$ cat src/rtl/cpu_pkg.sv
// Shared CPU definitions used by the multicycle divider.
package cpu_pkg;

    localparam int WORD_W = 32;

    typedef enum logic [1:0] {
        DIV_IDLE = 2'd0,
        DIV_CALC = 2'd1,
        DIV_FIX  = 2'd2,
        DIV_DONE = 2'd3
    } div_state_e;

endpackage

$ cat src/rtl/div_step.sv
// One restoring-division step: shift in the next dividend bit, subtract the divisor if it fits.
module div_step
    import cpu_pkg::*;
#(
    parameter int WIDTH = WORD_W
) (
    input  logic [WIDTH-1:0] rem_i,
    input  logic [WIDTH-1:0] quo_i,
    input  logic [WIDTH-1:0] divisor_i,
    output logic [WIDTH-1:0] rem_o,
    output logic [WIDTH-1:0] quo_o
);

    logic [WIDTH:0] shifted;
    logic [WIDTH:0] trial;

    // The partial remainder stays below the divisor, so the WIDTH+1-bit trial sign is exact.
    always_comb begin
        shifted = {rem_i, quo_i[WIDTH-1]};
        trial   = shifted - {1'b0, divisor_i};
        if (trial[WIDTH] == 1'b0) begin
            rem_o = trial[WIDTH-1:0];
            quo_o = {quo_i[WIDTH-2:0], 1'b1};
        end else begin
            rem_o = shifted[WIDTH-1:0];
            quo_o = {quo_i[WIDTH-2:0], 1'b0};
        end
    end

endmodule

$ cat src/rtl/div_seq.sv
// Multicycle signed divider (MIPS DIV): quotient to LO, remainder to HI, one quotient bit per clock.
module div_seq
    import cpu_pkg::*;
#(
    parameter int WIDTH = WORD_W
) (
    input  logic             clk,
    input  logic             reset,
    input  logic             initDiv,
    input  logic [WIDTH-1:0] A,
    input  logic [WIDTH-1:0] B,
    output logic [WIDTH-1:0] HI,
    output logic [WIDTH-1:0] LO,
    output logic             divBusy,
    output logic             divDone,
    output logic             divZero
);

    localparam int CNT_W = $clog2(WIDTH) + 1;
    localparam logic [CNT_W-1:0] LAST_CNT = CNT_W'(WIDTH - 1);

    div_state_e       state_q, state_d;
    logic [CNT_W-1:0] cnt_q, cnt_d;
    logic [WIDTH-1:0] rem_q, rem_d;
    logic [WIDTH-1:0] quo_q, quo_d;
    logic [WIDTH-1:0] dvs_q, dvs_d;
    logic             sign_a_q, sign_a_d;
    logic             sign_b_q, sign_b_d;
    logic             zero_q, zero_d;
    logic [WIDTH-1:0] hi_q, hi_d;
    logic [WIDTH-1:0] lo_q, lo_d;

    logic [WIDTH-1:0] a_abs, b_abs;
    logic [WIDTH-1:0] step_rem, step_quo;

    // Magnitudes as unsigned WIDTH bits, so -2^WIDTH-1 maps cleanly to 2^WIDTH-1.
    assign a_abs = A[WIDTH-1] ? (~A + WIDTH'(1)) : A;
    assign b_abs = B[WIDTH-1] ? (~B + WIDTH'(1)) : B;

    div_step #(.WIDTH(WIDTH)) u_step (
        .rem_i     (rem_q),
        .quo_i     (quo_q),
        .divisor_i (dvs_q),
        .rem_o     (step_rem),
        .quo_o     (step_quo)
    );

    always_ff @(posedge clk) begin
        if (!reset) begin
            state_q  <= DIV_IDLE;
            cnt_q    <= '0;
            rem_q    <= '0;
            quo_q    <= '0;
            dvs_q    <= '0;
            sign_a_q <= 1'b0;
            sign_b_q <= 1'b0;
            zero_q   <= 1'b0;
            hi_q     <= '0;
            lo_q     <= '0;
        end else begin
            state_q  <= state_d;
            cnt_q    <= cnt_d;
            rem_q    <= rem_d;
            quo_q    <= quo_d;
            dvs_q    <= dvs_d;
            sign_a_q <= sign_a_d;
            sign_b_q <= sign_b_d;
            zero_q   <= zero_d;
            hi_q     <= hi_d;
            lo_q     <= lo_d;
        end
    end

    always_comb begin
        state_d = state_q;
        unique case (state_q)
            DIV_IDLE: if (initDiv) state_d = (B == '0) ? DIV_DONE : DIV_CALC;
            DIV_CALC: if (cnt_q == LAST_CNT) state_d = DIV_FIX;
            DIV_FIX:  state_d = DIV_DONE;
            DIV_DONE: state_d = DIV_IDLE;
            default:  state_d = DIV_IDLE;
        endcase
    end

    always_comb begin
        cnt_d    = cnt_q;
        rem_d    = rem_q;
        quo_d    = quo_q;
        dvs_d    = dvs_q;
        sign_a_d = sign_a_q;
        sign_b_d = sign_b_q;
        zero_d   = zero_q;
        hi_d     = hi_q;
        lo_d     = lo_q;
        unique case (state_q)
            DIV_IDLE: begin
                if (initDiv) begin
                    zero_d = (B == '0);
                    if (B != '0) begin
                        quo_d    = a_abs;
                        dvs_d    = b_abs;
                        sign_a_d = A[WIDTH-1];
                        sign_b_d = B[WIDTH-1];
                        rem_d    = '0;
                        cnt_d    = '0;
                    end
                end
            end
            DIV_CALC: begin
                rem_d = step_rem;
                quo_d = step_quo;
                cnt_d = cnt_q + CNT_W'(1);
            end
            // Quotient truncates toward zero; remainder takes the dividend's sign.
            DIV_FIX: begin
                lo_d = (sign_a_q ^ sign_b_q) ? (~quo_q + WIDTH'(1)) : quo_q;
                hi_d = sign_a_q ? (~rem_q + WIDTH'(1)) : rem_q;
            end
            default: begin
            end
        endcase
    end

    always_comb begin
        divBusy = (state_q == DIV_CALC) || (state_q == DIV_FIX);
        divDone = (state_q == DIV_DONE);
        divZero = (state_q == DIV_DONE) && zero_q;
    end

    assign HI = hi_q;
    assign LO = lo_q;

endmodule

$ cat config.mk
export PLATFORM = sky130hd
export DESIGN_NAME = div_seq
export DESIGN_NICKNAME = d
export VERILOG_FILES = /design/src/rtl/cpu_pkg.sv /design/src/rtl/div_step.sv /design/src/rtl/div_seq.sv
export SDC_FILE = /design/constraint.sdc
export NUM_CORES = 1
export LEC_CHECK = 0
export CAP_MARGIN = 30
export CORE_MARGIN = 8
export CORE_UTILIZATION = 40
export DETAILED_ROUTE_END_ITERATION = 16
export PLACE_DENSITY = 0.72
export SYNTH_ARGS = -nofsm -noshare
export SYNTH_HDL_FRONTEND = slang
export SYNTH_SLANG_ARGS = --single-unit
export TNS_END_PERCENT = 30
$ cat constraint.sdc
create_clock -name clk -period 5.3 [get_ports clk]
set_clock_uncertainty 0.1 [all_clocks]
set_input_delay 1.325 -clock clk [delete_from_list [all_inputs] [get_ports clk]]
set_output_delay 1.325 -clock clk [all_outputs]
set_load 0.02 [all_outputs]
==> flow_summary.ini <==
[run_status]
status = complete, no violations

[worst_setup_path]
cp.arrival_ns = 4.47
worst-setup-path-type = input port to flop
critPathLaunch = B[0]
cp-end-kind = flop
r2r-start = rem_q[0]
path_max_fanout = 11
crit_required_ns = 5.52
start_kind = input port

[placed_design]
gp_congestion = 0.9273
hpwl_um = 24180
io_buffer_count = 133
place_area_sq_um = 12710

[clocking]
cts_root_buffer = clkbuf_16
postCtsSetupBuffers = 0
cts_hold_buf = 0
cts_made_buffers = 17
cts_buffer_depth = 2
insertion_delay_ns = 0.44
cts_sinks = 171
path_clk_slew_ns = 0.06
cts_tree = yes
cts_htree_levels = 4
cts_resized = 0

[grt]
grtUsageMet3_pct = 3.261
grt_use_total_pct = 18.69
use_met1_pct = 26.30
gr-total-overflow = 0
grt_util_met2_pct = 28.79
busiest_layer = met2
grt_pass1_wl_um = 51410
grt_start_max_net_pins = 92
first_global_vias = 9717
antenna_found_initial = 2

[sta]
timing.hold.ws_ns = 0.3702
fin_crit_sh_pct = 80.15
fin_crit_ns = 4.248
hold_viol = 0
worst_slew_pin_slew_ns = 1.057
final-setup-viol-count = 0
max_freq_mhz = 235.4
setup-tns-final_ns = 0
rsz0062_at_grt = no
relSlewSlack_pct = 29.30
drv_slew = 0

[power]
combPwrFrac_pct = 33.3
power.leakage_uw = 0.004933
p_int_uw = 2725
p_total_uw = 4278
irDropWorstVdd_mv = 0.2013
swShare_pct = 36.30
powerDensity_nw_per_um2 = 321.3
switchingPower_uw = 1553
clkPwrFrac_pct = 30.7
p_seq_share_pct = 36.0

[finish]
drive_gt1_share_pct = 5.191
post-route-util_pct = 48.33
postLayoutCellArea_sq_um = 13320
fin_nets = 1620
syn2layout_area_growth_pct = 19.88

[die]
start_util_pct = 40.31
dieArea_sq_um = 33360
coreArea_sq_um = 27550
die_w_um = 182.6
io_pins = 134
die_h_um = 182.6
row_count = 61

[logic_synthesis]
syn-cell-area_sq_um = 11110
ys.flop_type = dfxtp_1
syn_avg_cell_area_sq_um = 7.783
ys_seq_area_share_pct = 30.82
yosys_warnings = 0
synth_nets = 1537
synth-edff-count = 0
async_flop_share_pct = 0
synthCells = 1427
synth.distinct_cells = 72
synth_seq_cells = 171

[route]
drc_errors = 0
viasPerCell = 5.476
first_pass_iters = 5
dr.first_iter.drc_count = 716
wl_per_cell_um = 16.88
vias = 10409
wl_um = 32100
final_antenna_net_count = 0

[run]
cap_violations = 0

[min_path]
min_from = dvs_q[5]
hp-class = flop to flop
-- path summary, 6_finish.rpt --
path                     to  slack (ns)  depth (start not counted)
hold reg to reg    dvs_q[5]        0.37                          2
setup / recovery  rem_q[24]        1.05                         11
hold / removal     dvs_q[5]        0.37                          2
setup reg to reg  rem_q[27]        1.31                         10
-- flip-flops by register name, indices dropped and copies added, names as in the netlist --
name	flops
HI	32
state_q	2
sign_a_q	1
LO	32
sign_b_q	1
cnt_q	6
dvs_q	32
zero_q	1
rem_q	32
quo_q	32
-- cells in the mapped netlist, types with 4 or more instances --
cell	n	share of area, %
o211a_1	8	0.72
o21ai_0	114	5.1
ha_1	42	4.7
a21boi_0	9	0.61
nand4_1	6	0.34
and2_1	16	0.90
or2_2	6	0.34
inv_1	62	2.1
o41ai_1	16	1.3
nor2b_1	11	0.62
nand2b_1	9	0.51
clkbuf_1	69	2.3
xnor2_1	48	3.8
or4_1	16	1.1
a21o_1	17	1.1
buf_2	12	0.54
xor2_1	94	7.4
o211ai_1	10	0.68
dfxtp_1	171	31
o31ai_1	28	1.9
a311oi_1	6	0.47
nand3_1	33	1.5
nand2_1	170	5.7
or3_1	17	0.96
a211oi_1	75	5.1
and3_1	7	0.39
a31oi_1	5	0.28
nand3b_1	4	0.27
mux2i_1	33	3.0
a21oi_1	70	3.2
o21a_1	4	0.27
nor3_1	22	0.99
nor4_1	8	0.45
nor2_1	137	4.6
a32oi_1	7	0.55
-- power groups by stage --
stage               logic [uW]  registers (uW)  clock network [uW]
floorplan                  983            1560                   0
global placement          1390            1560                   0
detailed placement        1410            1560                   0
CTS                       1420            1540                1330
global route              1580            1560                1380
finish                    1430            1540                1310
-- cell type report --
type	instances	area [sq um]
antenna	1	2.502
clock buffer	18	439.2
clock inverter	13	166.4
fill	2681	14240
inverter	62	232.7
multi-input combinational	1108	7124
sequential	171	3423
tap	378	473.0
timing repair buffer	150	1454
-- kinds of logic after synthesis --
group                      Yosys count  share of synthesized area, %
AOI/OAI and AO/OA                  409                         24.64
xor gates and xnor gates           142                         11.20
adders and majority gates           43                         4.912
buffers and inverters              148                         5.204
DFF                                171                         30.82
muxes                               33                         2.974
and+or+nand+nor                    481                         20.25
-- per-stage QoR --
| stage | cells | setup slack, ns |
|---|---|---|
| after CTS | 1900 | 1.107 |
| after global routing | 1901 | 0.8362 |
| after floorplan | 1427 | 1.517 |
| after detailed placement | 1869 | 0.6569 |
| after global placement | 1869 | 0.7226 |
| final | 1901 | 1.052 |
-- critical path: stages --
cell,delay [ns]
clkdlybuf4s50_1,0.45
inv_1,0.12
ha_1,0.18
or4b_2,0.64
nor3_1,0.32
nand4_1,0.33
nand2_1,0.16
nand2_1,0.16
and3_1,0.35
a32o_1,0.29
a21o_1,0.14
-- cells in the final DEF, fill, tap and decap left out, types with 5 or more instances in the layout --
cell type / netlist / final
a21oi_1: 70 / 70
or4_1: 16 / 16
nand3_1: 33 / 33
dfxtp_1: 171 / 171
clkbuf_16: 0 / 17
nor2b_1: 11 / 11
inv_1: 62 / 61
nor3_1: 22 / 22
xnor2_1: 48 / 48
a21boi_0: 9 / 9
o41ai_1: 16 / 16
o211ai_1: 10 / 10
or2_2: 6 / 6
o31ai_1: 28 / 28
nand4_1: 6 / 6
nand2b_1: 9 / 9
and2_1: 16 / 15
a31oi_1: 5 / 5
clkdlybuf4s50_1: 0 / 132
ha_1: 42 / 41
nor4_1: 8 / 8
a311oi_1: 6 / 6
a32oi_1: 7 / 7
a211oi_1: 75 / 75
and3_1: 7 / 7
buf_4: 2 / 17
or3_1: 17 / 17
o21ai_0: 114 / 114
xor2_1: 94 / 94
nor2_1: 137 / 137
o211a_1: 8 / 8
nand2_1: 170 / 170
a21o_1: 17 / 17
mux2i_1: 33 / 33
-- per-layer routing --
metal | vias to the layer above | share of wire, %
met5 | - | 0.041
met2 | 309 | 44
met3 | 31 | 6.7
met4 | 2 | 1.5
met1 | 4801 | 48
li1 | 5266 | -
Note: power is estimated with default switching activity, not from simulation.
